## config.mk

```make
export PLATFORM = sky130hd
export DESIGN_NAME = target_io_arbiter
export DESIGN_NICKNAME = d
export VERILOG_FILES = /design/src/rtl/target_io_pkg.sv /design/src/rtl/target_io_pinmux.sv /design/src/rtl/target_io_arbiter.sv
export SDC_FILE = /design/constraint.sdc
export NUM_CORES = 1
export LEC_CHECK = 0
export CORE_MARGIN = 2
export CORE_UTILIZATION = 49
export DETAILED_ROUTE_END_ITERATION = 10
export PLACE_DENSITY = 0.86
export RECOVER_POWER = 25
export SETUP_SLACK_MARGIN = 0.4
export SLEW_MARGIN = 25
export SYNTH_ARGS = -nofsm -noshare
export SYNTH_HDL_FRONTEND = slang
export SYNTH_SLANG_ARGS = --single-unit
```

## constraint.sdc

```tcl
create_clock -name clk_usb -period 2.42 [get_ports clk_usb]
set_input_delay 0.605 -clock clk_usb [delete_from_list [all_inputs] [get_ports clk_usb]]
set_output_delay 0.605 -clock clk_usb [all_outputs]
set_load 0.01 [all_outputs]
```

## src/rtl/target_io_pkg.sv

```systemverilog
// Shared definitions for the target I/O driver arbiter.
// Holds the changeover FSM encoding, the select-code width, the high-Z
// code and a helper that decides whether a select code names a real source.
package target_io_pkg;

    localparam int unsigned SEL_W   = 3;
    localparam int unsigned GUARD_W = 8;

    localparam logic [SEL_W-1:0] CODE_HIZ = 3'd0;

    typedef enum logic [1:0] {
        ST_IDLE  = 2'd0,
        ST_BREAK = 2'd1,
        ST_MAKE  = 2'd2
    } state_e;

    // Code k (1..num_src) selects source k-1; 0 and out-of-range codes mean high-Z.
    function automatic logic code_valid(input logic [SEL_W-1:0] code,
                                        input int unsigned      num_src);
        return (code != CODE_HIZ) && (32'(code) <= num_src);
    endfunction

endpackage

```

## src/rtl/target_io_pinmux.sv

```systemverilog
// One target pin: decodes the select code into a source, applies the
// break-before-make force and the target-power override, and registers the pad.
// Ports:
//   clk_usb, reset_i   clock and synchronous active-high reset
//   code_i             select code in effect for this pin
//   forcez_i           hold the pin high-Z during a changeover
//   npower_i           target power off, forces high-Z
//   src_data_i/src_oe_i  candidate source values / enables for this pin
//   pin_o, pin_oe      registered pad output value / enable
module target_io_pinmux
    import target_io_pkg::*;
#(
    parameter int unsigned pNUM_SRC = 4
) (
    input  logic                clk_usb,
    input  logic                reset_i,
    input  logic [SEL_W-1:0]    code_i,
    input  logic                forcez_i,
    input  logic                npower_i,
    input  logic [pNUM_SRC-1:0] src_data_i,
    input  logic [pNUM_SRC-1:0] src_oe_i,
    output logic                pin_o,
    output logic                pin_oe
);

    logic pin_o_q, pin_o_d;
    logic pin_oe_q, pin_oe_d;
    logic src_data_c, src_oe_c;

    // Source select; an invalid code leaves both value and enable low.
    always_comb begin
        src_data_c = 1'b0;
        src_oe_c   = 1'b0;
        if (code_valid(code_i, pNUM_SRC)) begin
            for (int unsigned s = 0; s < pNUM_SRC; s++) begin
                if (code_i == SEL_W'(s + 1)) begin
                    src_data_c = src_data_i[s];
                    src_oe_c   = src_oe_i[s];
                end
            end
        end
        pin_o_d  = src_data_c;
        pin_oe_d = !npower_i && !forcez_i && src_oe_c;
    end

    always_ff @(posedge clk_usb) begin
        if (reset_i) begin
            pin_o_q  <= 1'b0;
            pin_oe_q <= 1'b0;
        end else begin
            pin_o_q  <= pin_o_d;
            pin_oe_q <= pin_oe_d;
        end
    end

    assign pin_o  = pin_o_q;
    assign pin_oe = pin_oe_q;

endmodule

```

## src/rtl/target_io_arbiter.sv

```systemverilog
// Register-programmable driver arbiter for the target-facing pins.
// Each pin picks one of pNUM_SRC sources or high-Z; any change of source
// passes through a high-Z guard interval so two drivers never overlap.
// Optional build macro: TARGET_IO_READBACK_EN adds a 2-flop synchroniser on
// pin_i and returns it through status bytes 1+ (otherwise those read 0).
// Ports:
//   clk_usb, reset_i          bus clock, synchronous active-high reset
//   reg_address/bytecnt/datai register bus address, byte index, write data
//   reg_read/reg_write        bus strobes
//   reg_datao                 registered read data, 0 when not addressed
//   target_npower             target power off, forces every pin high-Z
//   src_data/src_oe           per-pin source values/enables, pin p source s at p*pNUM_SRC+s
//   pin_i                     asynchronous pad inputs (readback only)
//   pin_o/pin_oe              registered pad value/enable
//   busy                      changeover in progress
module target_io_arbiter
    import target_io_pkg::*;
#(
    parameter int unsigned                   pNUM_PINS     = 8,
    parameter int unsigned                   pNUM_SRC      = 4,
    parameter int unsigned                   pGUARD_CYCLES = 4,
    parameter int unsigned                   pADDR_WIDTH   = 8,
    parameter logic [pADDR_WIDTH-1:0]        pSEL_ADDR     = 8'd70,
    parameter logic [pADDR_WIDTH-1:0]        pSTAT_ADDR    = 8'd71
) (
    input  logic                          clk_usb,
    input  logic                          reset_i,
    input  logic [pADDR_WIDTH-1:0]        reg_address,
    input  logic [7:0]                    reg_bytecnt,
    input  logic [7:0]                    reg_datai,
    output logic [7:0]                    reg_datao,
    input  logic                          reg_read,
    input  logic                          reg_write,
    input  logic                          target_npower,
    input  logic [pNUM_PINS*pNUM_SRC-1:0] src_data,
    input  logic [pNUM_PINS*pNUM_SRC-1:0] src_oe,
    input  logic [pNUM_PINS-1:0]          pin_i,
    output logic [pNUM_PINS-1:0]          pin_o,
    output logic [pNUM_PINS-1:0]          pin_oe,
    output logic                          busy
);

    localparam logic [GUARD_W-1:0] GUARD_LOAD = GUARD_W'(pGUARD_CYCLES - 1);

    state_e               state_q, state_d;
    logic [GUARD_W-1:0]   guard_q, guard_d;
    logic [SEL_W-1:0]     pending_q   [pNUM_PINS];
    logic [SEL_W-1:0]     pending_d   [pNUM_PINS];
    logic [SEL_W-1:0]     committed_q [pNUM_PINS];
    logic [SEL_W-1:0]     committed_d [pNUM_PINS];
    logic [pNUM_PINS-1:0] forcez_q, forcez_d;
    logic [pNUM_PINS-1:0] diff_c, mask_c;
    logic                 busy_q, busy_d;
    logic [7:0]           datao_q, datao_d;
    logic [15:0]          sync_pad_c;
    logic                 sel_wr_c;

    assign sel_wr_c = reg_write && (reg_address == pSEL_ADDR) &&
                      (reg_bytecnt < 8'(pNUM_PINS));

    // Pending select update and per-pin pending/committed mismatch.
    always_comb begin
        for (int unsigned p = 0; p < pNUM_PINS; p++) begin
            pending_d[p] = pending_q[p];
            if (sel_wr_c && (reg_bytecnt == 8'(p))) begin
                pending_d[p] = reg_datai[SEL_W-1:0];
            end
            diff_c[p] = (pending_q[p] != committed_q[p]);
        end
    end

    // Changeover FSM. mask_c is the forced-Z set seen by the pins this cycle;
    // in MAKE the pins already see the value being committed so the new
    // source drives on the edge that returns to IDLE.
    always_comb begin
        state_d   = state_q;
        guard_d   = guard_q;
        forcez_d  = forcez_q;
        mask_c    = '0;
        for (int unsigned p = 0; p < pNUM_PINS; p++) begin
            committed_d[p] = committed_q[p];
        end

        case (state_q)
            ST_IDLE: begin
                mask_c   = diff_c;
                forcez_d = diff_c;
                if (|diff_c) begin
                    state_d = ST_BREAK;
                    guard_d = GUARD_LOAD;
                end
            end
            ST_BREAK: begin
                // Forced set is sticky: a pin written back to its old code still waits out the guard.
                mask_c   = forcez_q | diff_c;
                forcez_d = mask_c;
                if (sel_wr_c) begin
                    guard_d = GUARD_LOAD;
                end else if (guard_q == '0) begin
                    state_d = ST_MAKE;
                end else begin
                    guard_d = guard_q - GUARD_W'(1);
                end
            end
            ST_MAKE: begin
                mask_c   = '0;
                forcez_d = '0;
                state_d  = ST_IDLE;
                for (int unsigned p = 0; p < pNUM_PINS; p++) begin
                    committed_d[p] = pending_q[p];
                end
            end
            default: begin
                state_d  = ST_IDLE;
                forcez_d = '0;
            end
        endcase

        busy_d = (state_d != ST_IDLE);
    end

    // Read mux; zero unless a matching address is being read so the bus can be OR-ed.
    always_comb begin
        datao_d = '0;
        if (reg_read) begin
            if (reg_address == pSEL_ADDR) begin
                for (int unsigned p = 0; p < pNUM_PINS; p++) begin
                    if (reg_bytecnt == 8'(p)) begin
                        datao_d = 8'(pending_q[p]);
                    end
                end
            end else if (reg_address == pSTAT_ADDR) begin
                if (reg_bytecnt == 8'd0) begin
                    datao_d = {busy_q, state_q, 5'b0};
                end else if (reg_bytecnt == 8'd1) begin
                    datao_d = sync_pad_c[7:0];
                end else if (reg_bytecnt == 8'd2) begin
                    datao_d = sync_pad_c[15:8];
                end
            end
        end
    end

    always_ff @(posedge clk_usb) begin
        if (reset_i) begin
            state_q  <= ST_IDLE;
            guard_q  <= '0;
            forcez_q <= '0;
            busy_q   <= 1'b0;
            datao_q  <= '0;
            for (int unsigned p = 0; p < pNUM_PINS; p++) begin
                pending_q[p]   <= CODE_HIZ;
                committed_q[p] <= CODE_HIZ;
            end
        end else begin
            state_q  <= state_d;
            guard_q  <= guard_d;
            forcez_q <= forcez_d;
            busy_q   <= busy_d;
            datao_q  <= datao_d;
            for (int unsigned p = 0; p < pNUM_PINS; p++) begin
                pending_q[p]   <= pending_d[p];
                committed_q[p] <= committed_d[p];
            end
        end
    end

`ifdef TARGET_IO_READBACK_EN
    logic [pNUM_PINS-1:0] sync1_q, sync1_d;
    logic [pNUM_PINS-1:0] sync2_q, sync2_d;
    logic                 unused_bits;

    assign sync1_d = pin_i;
    assign sync2_d = sync1_q;

    always_ff @(posedge clk_usb) begin
        if (reset_i) begin
            sync1_q <= '0;
            sync2_q <= '0;
        end else begin
            sync1_q <= sync1_d;
            sync2_q <= sync2_d;
        end
    end

    assign sync_pad_c  = 16'(sync2_q);
    assign unused_bits = ^reg_datai[7:SEL_W];
`else
    logic unused_bits;

    assign sync_pad_c  = '0;
    assign unused_bits = ^{reg_datai[7:SEL_W], pin_i};
`endif

    for (genvar p = 0; p < pNUM_PINS; p++) begin : g_pin
        target_io_pinmux #(
            .pNUM_SRC (pNUM_SRC)
        ) u_pinmux (
            .clk_usb    (clk_usb),
            .reset_i    (reset_i),
            .code_i     (committed_d[p]),
            .forcez_i   (mask_c[p]),
            .npower_i   (target_npower),
            .src_data_i (src_data[p*pNUM_SRC +: pNUM_SRC]),
            .src_oe_i   (src_oe[p*pNUM_SRC +: pNUM_SRC]),
            .pin_o      (pin_o[p]),
            .pin_oe     (pin_oe[p])
        );
    end

    assign busy      = busy_q;
    assign reg_datao = datao_q;

endmodule

```

* Yosys cells after proc, flatten, opt, wreduce, memory -nomap -nowiden *
Memory sizes are Yosys's and may differ from the RTL's.
Index checks and enable logic that the tools add are counted.

operators by class
  reductions and logical operators = 67
  mux-type cells = 120
  eq/ne operators = 53
  bitwise logic cells = 26
  magnitude comparators = 9
  $add $sub $neg = 1

operators by type and width
  kind                                                  count
  two-way mux 8 bit                                     13
  two-way mux 1 bit                                     75
  two-way mux 3 bit                                     25
  equality test 3 x 2 -> 1 bit (second input constant)  16
  logical AND 1 bit                                     34
  equality test 8 x 3 -> 1 bit (second input constant)  4
  case mux 8 bit (2 select lines)                       2
  equality test 3 x 1 -> 1 bit (second input constant)  8
  equality test 3 bit (second input constant)           8
  <= comparator 3 bit (second input constant)           8
  two-way mux 24 bit                                    1
  inequality test 3 bit                                 8
  nonzero test 3 bit                                    8
  OR reduction 2 bit                                    9
  equality test 8 x 2 -> 1 bit (second input constant)  2
  equality test 8 x 7 -> 1 bit (second input constant)  2
  logical NOT 8 bit                                     2
  OR 1 bit                                              16
  logical NOT 1 bit                                     9
  inverter 1 bit                                        9
  equality test 8 x 1 -> 1 bit (second input constant)  1
  < comparator 8 x 4 -> 1 bit (second input constant)   1
  OR 8 bit                                              1
  OR reduction 8 bit                                    1
  10 further kinds                                      13

word-level totals
  flip-flop bits (word level) = 43
  memories kept = 2
  input port bits = 101
  bits in writable memories = 48
  output and inout port bits = 25

memory list
  memory       depth  bits a word  rd ports  clocked after memory_dff  wr ports  line                     source
  committed_q  8      3            8         0                         8         target_io_arbiter.sv:49  logic [SEL_W-1:0] committed_q [pNUM_PINS];
  pending_q    8      3            8         0                         8         target_io_arbiter.sv:47  logic [SEL_W-1:0] pending_q [pNUM_PINS];

* Logic depth before layout (Yosys ltp) *
  depth after elaboration = 10
  gate-level depth with buffers = 9
  depth with buffers taken out = 7

* By module *
A second synthesis with hierarchy kept.

second synthesis, totals
  cells, all modules = 504
  area, all modules = 4,663.2 um2

modules (own cells, without submodules)
  module             area each (um2)  cells an instance  times used
  target_io_arbiter  3,462.1          360                1
  target_io_pinmux   150.1            18                 8

* Worst setup path after synthesis *
Ideal clock, no wire load.

  kind = input to register
  start point = input port reg_bytecnt[7]
  end point = memory pending_q[0][0]
  arrival time = 2.089 ns
  setup time = 0.128 ns
  slack = 0.203 ns
  buffers on the path = 2
  stages on the path = 8
  required time = 2.292 ns
  cells stage by stage = or3_1 -> or3_1 -> buf_2 -> nor2_4 -> and3b_1 -> buf_4 -> mux2i_1 -> nor2_1

RTL lines
  what             line                     source
  start, declared  target_io_arbiter.sv:29  input logic [7:0] reg_bytecnt,
  end, declared    target_io_arbiter.sv:47

* Worst setup path in the final report *
  start point = register state_q[0]
  end point = register g_pin[6].u_pinmux.pin_oe_q

on the way
  cells in the longest elaborated chain, start to end = 9
  elaborated cells on any way between the ends = 20

RTL lines
  what                             line                      source
  start, declared                  target_io_arbiter.sv:45   state_e state_q, state_d;
  start signal, assigned           target_io_arbiter.sv:156  state_q <= state_d;
  equality test 2 bit              target_io_arbiter.sv:84   case (state_q)
  two-way mux 24 bit               target_io_arbiter.sv:84
  equality test 3 x 1 -> 1 bit     target_io_pinmux.sv:36    if (code_i == SEL_W'(s + 1)) begin
  two-way mux 1 bit (4 in series)  target_io_pinmux.sv:36
  two-way mux 1 bit                target_io_pinmux.sv:34    if (code_valid(code_i, pNUM_SRC)) begin
  logical AND 1 bit (*)            target_io_pinmux.sv:43    pin_oe_d = !npower_i && !forcez_i && src_oe_c;
  end signal, assigned             target_io_pinmux.sv:52    pin_oe_q <= pin_oe_d;
  end, declared                    target_io_pinmux.sv:27    logic pin_oe_q, pin_oe_d;

Every way passes the cells marked *; elsewhere a longest branch is shown, timed or not.
A chain may end at the register's enable or synchronous reset.

==> results.sh <==
export IMPL_status="complete, no violations"
export IMPL_slowest_delay_ns=0.53
export IMPL_yosysUniqueCellTypes=52
export IMPL_slowest_stage="or4_4"
export IMPL_cp_top_family="simple AND/OR/NAND/NOR gates"
export IMPL_ios=126
export IMPL_setup_violations=0
export IMPL_power_leakage_nw=2.71
export IMPL_clock_latency_ns=0.36
export IMPL_final_fill_count=695
export IMPL_synth_area_per_cell_um2=9.32
export IMPL_grt_first_pass_wirelength_um=18800
export IMPL_crit_fanout=5
export IMPL_yosysSeqAreaShare=0.380
export IMPL_std_cell_rows=35
export IMPL_ctsHoldBuffers=0
export IMPL_multi_input_area_um2=2760
export IMPL_antenna_found_initial=0
export IMPL_drt_pass1_iterations=5
export IMPL_dp_hpwl_um=8650
export IMPL_pre_cts_ws_ns=-0.250
export IMPL_maxCapViolCount=0
export IMPL_gp_congestion=0.819
export IMPL_clock_sink_count=89
export IMPL_relSlewSlack=0.504
export IMPL_crit_arrival_ns=2.43
export IMPL_cts_buffers=9
export IMPL_synth_top_cell_area_share=0.380
export IMPL_critPathCaptureType="flip-flop"
export IMPL_rsz0062_at_grt="true"
export IMPL_core_area_um2=9240
export IMPL_path_clk_slew_ns=0.08
export IMPL_r2r_slack_ns=0.30
export IMPL_synthCells=503
export IMPL_total_power_mw=2.82
export IMPL_r2r_end="g_pin[6].u_pinmux.pin_oe"
export IMPL_wl_per_cell_um=15.9
export IMPL_grt_max_degree=25
export IMPL_dp_cells=736
export IMPL_initial_core_util=0.507
export IMPL_final_nets=738
export IMPL_die_w_um=102
export IMPL_die_h_um=102
export IMPL_fin_ws_ns=0.296
export IMPL_critPathRequiredTime_ns=2.73
export IMPL_endpoint="g_pin[6].u_pinmux.pin_oe"
export IMPL_start_kind="flip-flop"
export IMPL_instances_no_fill=761
export IMPL_finalHoldViolCount=0
export IMPL_timing_fmax_mhz=471
export IMPL_drive_gt1_frac=0.149
export IMPL_n_antenna_cell=0
export IMPL_htreeDepth=3
export IMPL_tightest_slew_ns=0.744
export IMPL_cts_tree="done"
export IMPL_cts_root_buf="clkbuf_8"
export IMPL_grt_total_usage=0.230
export IMPL_layout_min_cycle_time_ns=2.12
export IMPL_clk_path_buf_depth=2
export IMPL_p_per_area_nw_per_um2=443
export IMPL_path_cells="nand2b_4 -> mux2i_1 -> and2_4 -> ha_4 -> or4_4 -> nor2_2"
export IMPL_skew_ns=0.00663
export IMPL_critPathKind="flip-flop to flip-flop"
export IMPL_grt_ovfl_total=0
export IMPL_synth_top_area_cell="dfxtp_1"
export IMPL_drv_slew=0
export IMPL_register_area_um2=1780
export IMPL_syn_cell_area_um2=4690
export IMPL_min_period_over_period=0.878
export IMPL_dieArea_um2=10400
export IMPL_viasPerCell=5.53
export IMPL_worst_path_buf_inv=0
export IMPL_r2r_cells=6
export IMPL_irDropWorstVdd_mv=0.303
export IMPL_port_buffers=110
export IMPL_crit_path_start="state_q[0]"
export IMPL_syn_to_final_growth_pct=35.9
export IMPL_synth_warnings=0
export IMPL_drtIter0Drc=219
export IMPL_ys_seq_elements=89
export IMPL_reg2reg_from="state_q[0]"
export IMPL_ant_nets=0
export IMPL_grt_pass1_vias=4247
export IMPL_num_vias=4206
export IMPL_hold_class="flip-flop to flip-flop"
export IMPL_totalWireLength_um=12100
export IMPL_drc=0
export IMPL_cp_num_cells=6
export IMPL_yosys_top_cells_area="dfxtp_1, mux2i_1, nor2_1"
## worst min-delay path by stage
stage | startpoint | cells after the start | slack [ns] | end
final | busy | 1 | 0.47 | reg_datao[7]
after global routing | busy | 1 | 0.49 | reg_datao[7]
after CTS | busy | 1 | 0.47 | reg_datao[7]
after detailed placement | busy | 1 | 0.45 | reg_datao[7]
after global placement | busy | 1 | 0.45 | reg_datao[7]
after floorplan | guard_q[0] | 1 | 0.45 | guard_q[0]
## kinds of logic (layout without fill, tap and decap cells)
family / count (synthesis) / after routing / share of synthesized area
AO/OA/AOI/OAI: 70 / 70 / 0.107
XOR/XNOR: 24 / 24 / 0.0449
adder cells (fa/ha/maj): 10 / 10 / 0.0267
buffers and inverters: 46 / 173 / 0.0539
flip-flops: 89 / 89 / 0.380
multiplexers: 73 / 73 / 0.164
other: 1 / 2 / 0.000800
AND/OR/NAND/NOR: 190 / 191 / 0.222
## cell type report
class,instances,area share
multi-input combinational,370,0.433
sequential,89,0.280
timing repair buffer,153,0.224
tap,129,0.0253
clock buffer,11,0.0222
clock inverter,5,0.0124
inverter,4,0.00236
## state kept, by name (all words and copies together), names as in the netlist
name,cells
g_pin.u_pinmux.pin_oe,8
committed_q,24
reg_datao,6
pending_q,24
forcez_q,8
g_pin.u_pinmux.pin_o,8
guard_q,8
state_q,2
busy,1
## Yosys cell counts, drive strengths merged
library cell / count
o211ai: 1
mux2i: 59
o2bb2ai: 16
a21oi: 8
and3b: 2
xor2: 20
or4: 3
conb: 1
a21boi: 4
nand3: 5
nand2b: 3
nand4: 3
a31oi: 2
nor4b: 4
inv: 4
xnor2: 4
a311oi: 2
nor2: 78
or3: 4
o32ai: 2
dfxtp: 89
or3b: 1
nand4b: 5
clkbuf: 18
and2: 11
nor4: 4
ha: 10
buf: 24
nand3b: 5
nand2: 10
a22oi: 16
a211oi: 1
mux4: 1
nor3: 30
mux2: 13
o22ai: 2
and4bb: 1
o21ai: 15
nor2b: 20
o211a: 1
or2: 1
## placed cells by master, fill, tap and decap left out, types with 16 or more instances in the layout
cell / count
dfxtp_1: 87
nor3_1: 30
a22oi_1: 16
clkdlybuf4s50_1: 98
nor2b_1: 20
nor2_1: 76
o2bb2ai_1: 16
xor2_1: 20
mux2i_1: 57
buf_4: 26
## through the flow
stage,utilization,TNS (ns),hold WS (ns),cell area [um2]
after global placement,0.650,-4.08,0.449,6000
after floorplan,-,0,0.451,4750
after detailed placement,0.650,-5.23,0.449,6000
after global routing,0.689,0,0.495,6370
after CTS,0.677,0,0.469,6250
final,0.689,0,0.469,6370
## per-layer routing
| layer | track usage | up-vias | share of wire |
|---|---|---|---|
| li1 | - | 2029 | - |
| met1 | 0.259 | 1987 | 0.40 |
| met2 | 0.414 | 157 | 0.51 |
| met3 | 0.0469 | 33 | 0.056 |
| met4 | 0.106 | 0 | 0.032 |
| met5 | 0 | - | 0 |
## repair_timing
item / CTS / global route
hold endpoints to repair: 0 / 0
cloned: 0 / 3
setup buffers: 1 / 5
setup endpoints to repair: 39 / 43
pin swaps: 13 / 20
gates resized for setup: 22 / 25
## where the power goes
part           internal (mW)  switching (mW)
logic                  0.151          0.0888
clock network          0.608           0.509
registers               1.46       0.0000275
No activity file was read; power rests on OpenSTA's default activity.
==> variant 1, RTL diff (same flow settings) <==
Build with the macro `TARGET_IO_READBACK_EN` defined.
--- a/src/rtl/target_io_arbiter.sv
+++ b/src/rtl/target_io_arbiter.sv
@@ -13,6 +13,8 @@
 //   pin_i                     asynchronous pad inputs (readback only)
 //   pin_o/pin_oe              registered pad value/enable
 //   busy                      changeover in progress
+`define TARGET_IO_READBACK_EN
+
 module target_io_arbiter
     import target_io_pkg::*;
 #(
Behaviour: not the same (Yosys sat finds a counterexample within 4 cycles, from zero or initial values and one cycle with reset_i high).
==> variant 1 against the original RTL <==
Final cell count is 8.5% higher; power grew 10%; final area grew 13%; sequential power is 21% higher; hold slack got worse by 0.029 ns; area after synthesis up 8.9%; routed wire length increased by 13%; setup slack better by 0.14 ns; sequential cell count up 18; fmax increased by 6.9%; via count grew 8.5%.
==> variant 1: results (changes against the original RTL) <==
\begin{tabular}{lr}
\hline
Metric & Value \\
\hline
\multicolumn{2}{l}{\textbf{Run status}} \\
Status & complete, no violations \\
\multicolumn{2}{l}{\textbf{Cells and area}} \\
Layout clock buffer count & 10 (-1) \\
Fillers & 738 (+6.2\%) \\
Signal buffers & 174 (+14\%) \\
Fraction of area in multi-input gates & 41.9\% (-1.4 points) \\
Multi-input gate area in the final layout & 3030 um2 (+9.6\%) \\
Number of nets in the finished design & 796 (+7.9\%) \\
Layout buffering overhead excluding clock cells & 23.2\% (+0.74 points) \\
Layout cells sized above 1 & 19.0\% (+4.1 points) \\
Number of multi-input combinational cells in the layout & 389 (+5.1\%) \\
Final clock-cell share & 2.65\% (-0.81 points) \\
Seq Cell Count & 107 (+20\%) \\
\multicolumn{2}{l}{\textbf{Synth}} \\
Ranking of synthesized cells by area & dfxtp\_1 42\%, mux2i\_1 9.0\%, nor2\_1 4.9\% \\
Most common library cells after synthesis & 107 x dfxtp\_1, 67 x nor2\_1, 46 x mux2i\_1 \\
Proportion of synthesized chip area in sequential cells & 42.0\% (+3.9 points) \\
\multicolumn{2}{l}{\textbf{Drt}} \\
Avg WL per Cell & 16.6 um (+4.0\%) \\
Violation count after the first detailed-routing iteration & 328 (+50\%) \\
\multicolumn{2}{l}{\textbf{Pwr}} \\
Peak supply drop & 0.304 mV (+0.26\%) \\
Proportion of power drawn by flip-flops and latches & 57.0\% (+5.1 points) \\
Sw Ratio & 24.2\% (+3.0 points) \\
\multicolumn{2}{l}{\textbf{CTS}} \\
Post-CTS sizing & 27 (+23\%) \\
Clock latency of the later-clocked register in the worst-skew pair & 0.38 ns (+0.02 ns) \\
Setup Buffers After CTS & 10 (+9) \\
CTS clock-pin slew for the worst setup and hold paths & 0.11 ns (+0.03 ns) \\
\multicolumn{2}{l}{\textbf{Critical path}} \\
Largest incremental delay on the critical path & 0.39 ns (-0.14 ns) \\
FF-to-FF path depth & 8 (+2) \\
Worst setup slack for register-to-register paths & 0.43 ns (+0.14 ns) \\
Slowest stage cell on the critical path & or4\_1 \\
Worst setup path endpoint & g\_pin[5].u\_pinmux.pin\_oe \\
\multicolumn{2}{l}{\textbf{GRT}} \\
Maximum number of pins on one net before global-route repair & 39 (+56\%) \\
First-pass GRT wire length & 20800 um (+11\%) \\
Total GRT Usage & 22.9\% (-0.12 points) \\
\multicolumn{2}{l}{\textbf{Die}} \\
Die outline area & 11200 um2 (+8.6\%) \\
\multicolumn{2}{l}{\textbf{Place}} \\
Final weighted congestion in routability-driven placement & 0.863 (+5.4\%) \\
Count of input and output buffers & 120 (+9.1\%) \\
HPWL Detailed & 9320 um (+7.8\%) \\
\multicolumn{2}{l}{\textbf{Hold path}} \\
Hold EP & reg\_datao[3] \\
\multicolumn{2}{l}{\textbf{Timing}} \\
Maximum clock skew at final layout & 0.0147 ns (+0.00806 ns) \\
Normalized max-slew margin & 34.3\% (-16 points) \\
\hline
\end{tabular}
==> variant 1: cell types whose count changed in the layout (fill, tap and decap cells not counted), sizes merged, moves of 10 or more <==
cell    delta
dfxtp     +18
nor2b     +18
nor2      -11
clkbuf    -11
nand2     +11
a21oi     +11
buf       +18
o21ai     +10
==> variant 1: cells by family after synthesis <==
| kind of cell | after synthesis | share of synthesized area (%) |
|---|---|---|
| flops | 107 | 42.0 |
| mux | 64 | 13.9 |
| xor+xnor | 24 | 4.12 |
| simple gates | 202 | 21.0 |
| buf+inv | 44 | 4.85 |
| compound gates | 89 | 11.8 |
| fa+ha+maj | 10 | 2.45 |
==> variant 1: layer usage <==
| metal | global-route usage, % | up-vias | wire length (um) |
|---|---|---|---|
| met5 | 0 | - | 0 |
| met4 | 6.95 | 0 | 214 |
| met3 | 4.66 | 23 | 779 |
| met2 | 41.6 | 163 | 7130 |
| met1 | 27.0 | 2190 | 5550 |
| li1 | - | 2188 | - |
==> variant 1: through the flow <==
stage / cells / setup TNS (ns) / total power [mW] / setup slack (ns)
after floorplan: 540 / 0 / 1.88 / 0.379
after CTS: 811 / 0 / 3.10 / 0.378
after global placement: 785 / -2.10 / 2.07 / -0.141
after global routing: 826 / 0 / 3.21 / 0.337
after detailed placement: 785 / -3.96 / 2.08 / -0.221
final: 826 / 0 / 3.11 / 0.433
==> variant 1: worst max-delay path, delay by kind of cell, from the launching register on <==
| kind | cells | cell delay, ns |
|---|---|---|
| multiplexers | 1 | 0.24 |
| flip-flops | 1 | 0.35 |
| AND/OR/NAND/NOR | 4 | 0.85 |
| adder cells (fa/ha/maj) | 1 | 0.20 |
| buffers and inverters | 2 | 0.28 |
==> variant 2, RTL diff (config.mk and constraints unchanged) <==
Without the edit above. Register the output `reg_datao` once more, cleared by the reset; this adds one clock of latency there. The other outputs are not delayed to match. Comments in the files are not updated.
--- a/src/rtl/target_io_arbiter.sv
+++ b/src/rtl/target_io_arbiter.sv
@@ -209,7 +209,13 @@
     end
 
     assign busy      = busy_q;
-    assign reg_datao = datao_q;
+    always_ff @(posedge clk_usb) begin
+        if (reset_i) begin
+            reg_datao <= '0;
+        end else begin
+            reg_datao <= datao_q;
+        end
+    end
 
 endmodule
 
Check against the original RTL: not equivalent (a bounded check fails within 4 cycles, from zero or initial values and one cycle with reset_i high).
==> variant 2 against the original RTL <==
Routed wire length increased by 2.0%; area after synthesis increased by 2.9%; power increased by 0.76%; sequential cell count increased by 6; synthesized cell count increased by 2.2%; largest cell class unchanged; sequential share of layout area increased by 0.99 points; final cell count increased by 2.8%; non-clock buffer count increased by 7; setup slack improved by 0.064 ns; hold slack got worse by 0.019 ns; final area increased by 3.2%; count of clock-buffer cells in the layout decreased by 2; clock power decreased by 9%.
==> variant 2: results (changes against the original RTL) <==
\begin{tabular}{lr}
\hline
Metric & Value \\
\hline
\multicolumn{2}{l}{\textbf{Run status}} \\
Status & complete, no violations \\
\multicolumn{2}{l}{\textbf{Cells and area}} \\
Layout cells sized above 1 & 17.6\% (+2.7 points) \\
Signal buffers & 160 (+4.6\%) \\
Inverters & 7 (+3) \\
Number of nets in the finished design & 755 (+2.3\%) \\
Final clock-cell share & 2.99\% (-0.47 points) \\
Layout clock buffer count & 9 (-2) \\
Number of multi-input combinational cells in the layout & 371 (+0.27\%) \\
\multicolumn{2}{l}{\textbf{Pwr}} \\
Clock power frac & 35.9\% (-3.7 points) \\
Switching power & 0.717 mW (+20\%) \\
Peak supply drop & 0.300 mV (-0.99\%) \\
\multicolumn{2}{l}{\textbf{Drt}} \\
Iteration count of the initial detailed-routing pass & 4 (-1) \\
Via-to-Cell Ratio & 5.34 (-3.4\%) \\
Violation count after the first detailed-routing iteration & 115 (-47\%) \\
Wl on met1 & 5300 um (+9.3\%) \\
\multicolumn{2}{l}{\textbf{CTS}} \\
Total clock sinks & 95 (+6.7\%) \\
CTS clock-pin slew for the worst setup and hold paths & 0.10 ns (+0.02 ns) \\
\multicolumn{2}{l}{\textbf{Place}} \\
HPWL Detailed & 9330 um (+7.9\%) \\
\multicolumn{2}{l}{\textbf{GRT}} \\
GR Layer Usage met1 & 29.0\% (+3.1 points) \\
First-pass GRT wire length & 19700 um (+4.7\%) \\
Via count of the first global-routing pass & 4212 (-0.82\%) \\
\multicolumn{2}{l}{\textbf{Synth}} \\
Most common library cells after synthesis & 95 x dfxtp\_1, 73 x nor2\_1, 52 x mux2i\_1 \\
Proportion of synthesized chip area in sequential cells & 39.4\% (+1.4 points) \\
Compound-gate portion of the synthesized area & 11.2\% (+0.45 points) \\
\multicolumn{2}{l}{\textbf{Timing}} \\
Transition time of the tightest slew-check pin & 1.18 ns (+0.433 ns) \\
\hline
\end{tabular}
## variant 2: worst paths after layout
kind | from | end | slack, ns | cells past startpoint
setup / recovery | reset_i | g_pin[1].u_pinmux.pin_oe | 0.36 | 5
hold / removal | datao_q[6] | reg_datao[6] | 0.45 | 1
setup reg to reg | state_q[0] | g_pin[7].u_pinmux.pin_oe | 0.39 | 6
hold reg to reg | datao_q[6] | reg_datao[6] | 0.45 | 1
## variant 2: critical path, cell delays in order
cell and delay, ns:
clkbuf_1 0.84, clkbuf_1 0.58, nor3_1 0.12, o21ai_0 0.10, nor2_1 0.06
## variant 2: stage by stage
step	hold slack, ns	setup WS (ns)	total power [mW]	TNS (ns)
detailed placement	0.427	-0.266	1.85	-5.27
floorplan	0.414	0.361	1.67	0
global placement	0.419	-0.203	1.84	-3.80
global route	0.463	0.217	2.95	0
CTS	0.450	0.358	2.86	0
finish	0.451	0.361	2.84	0
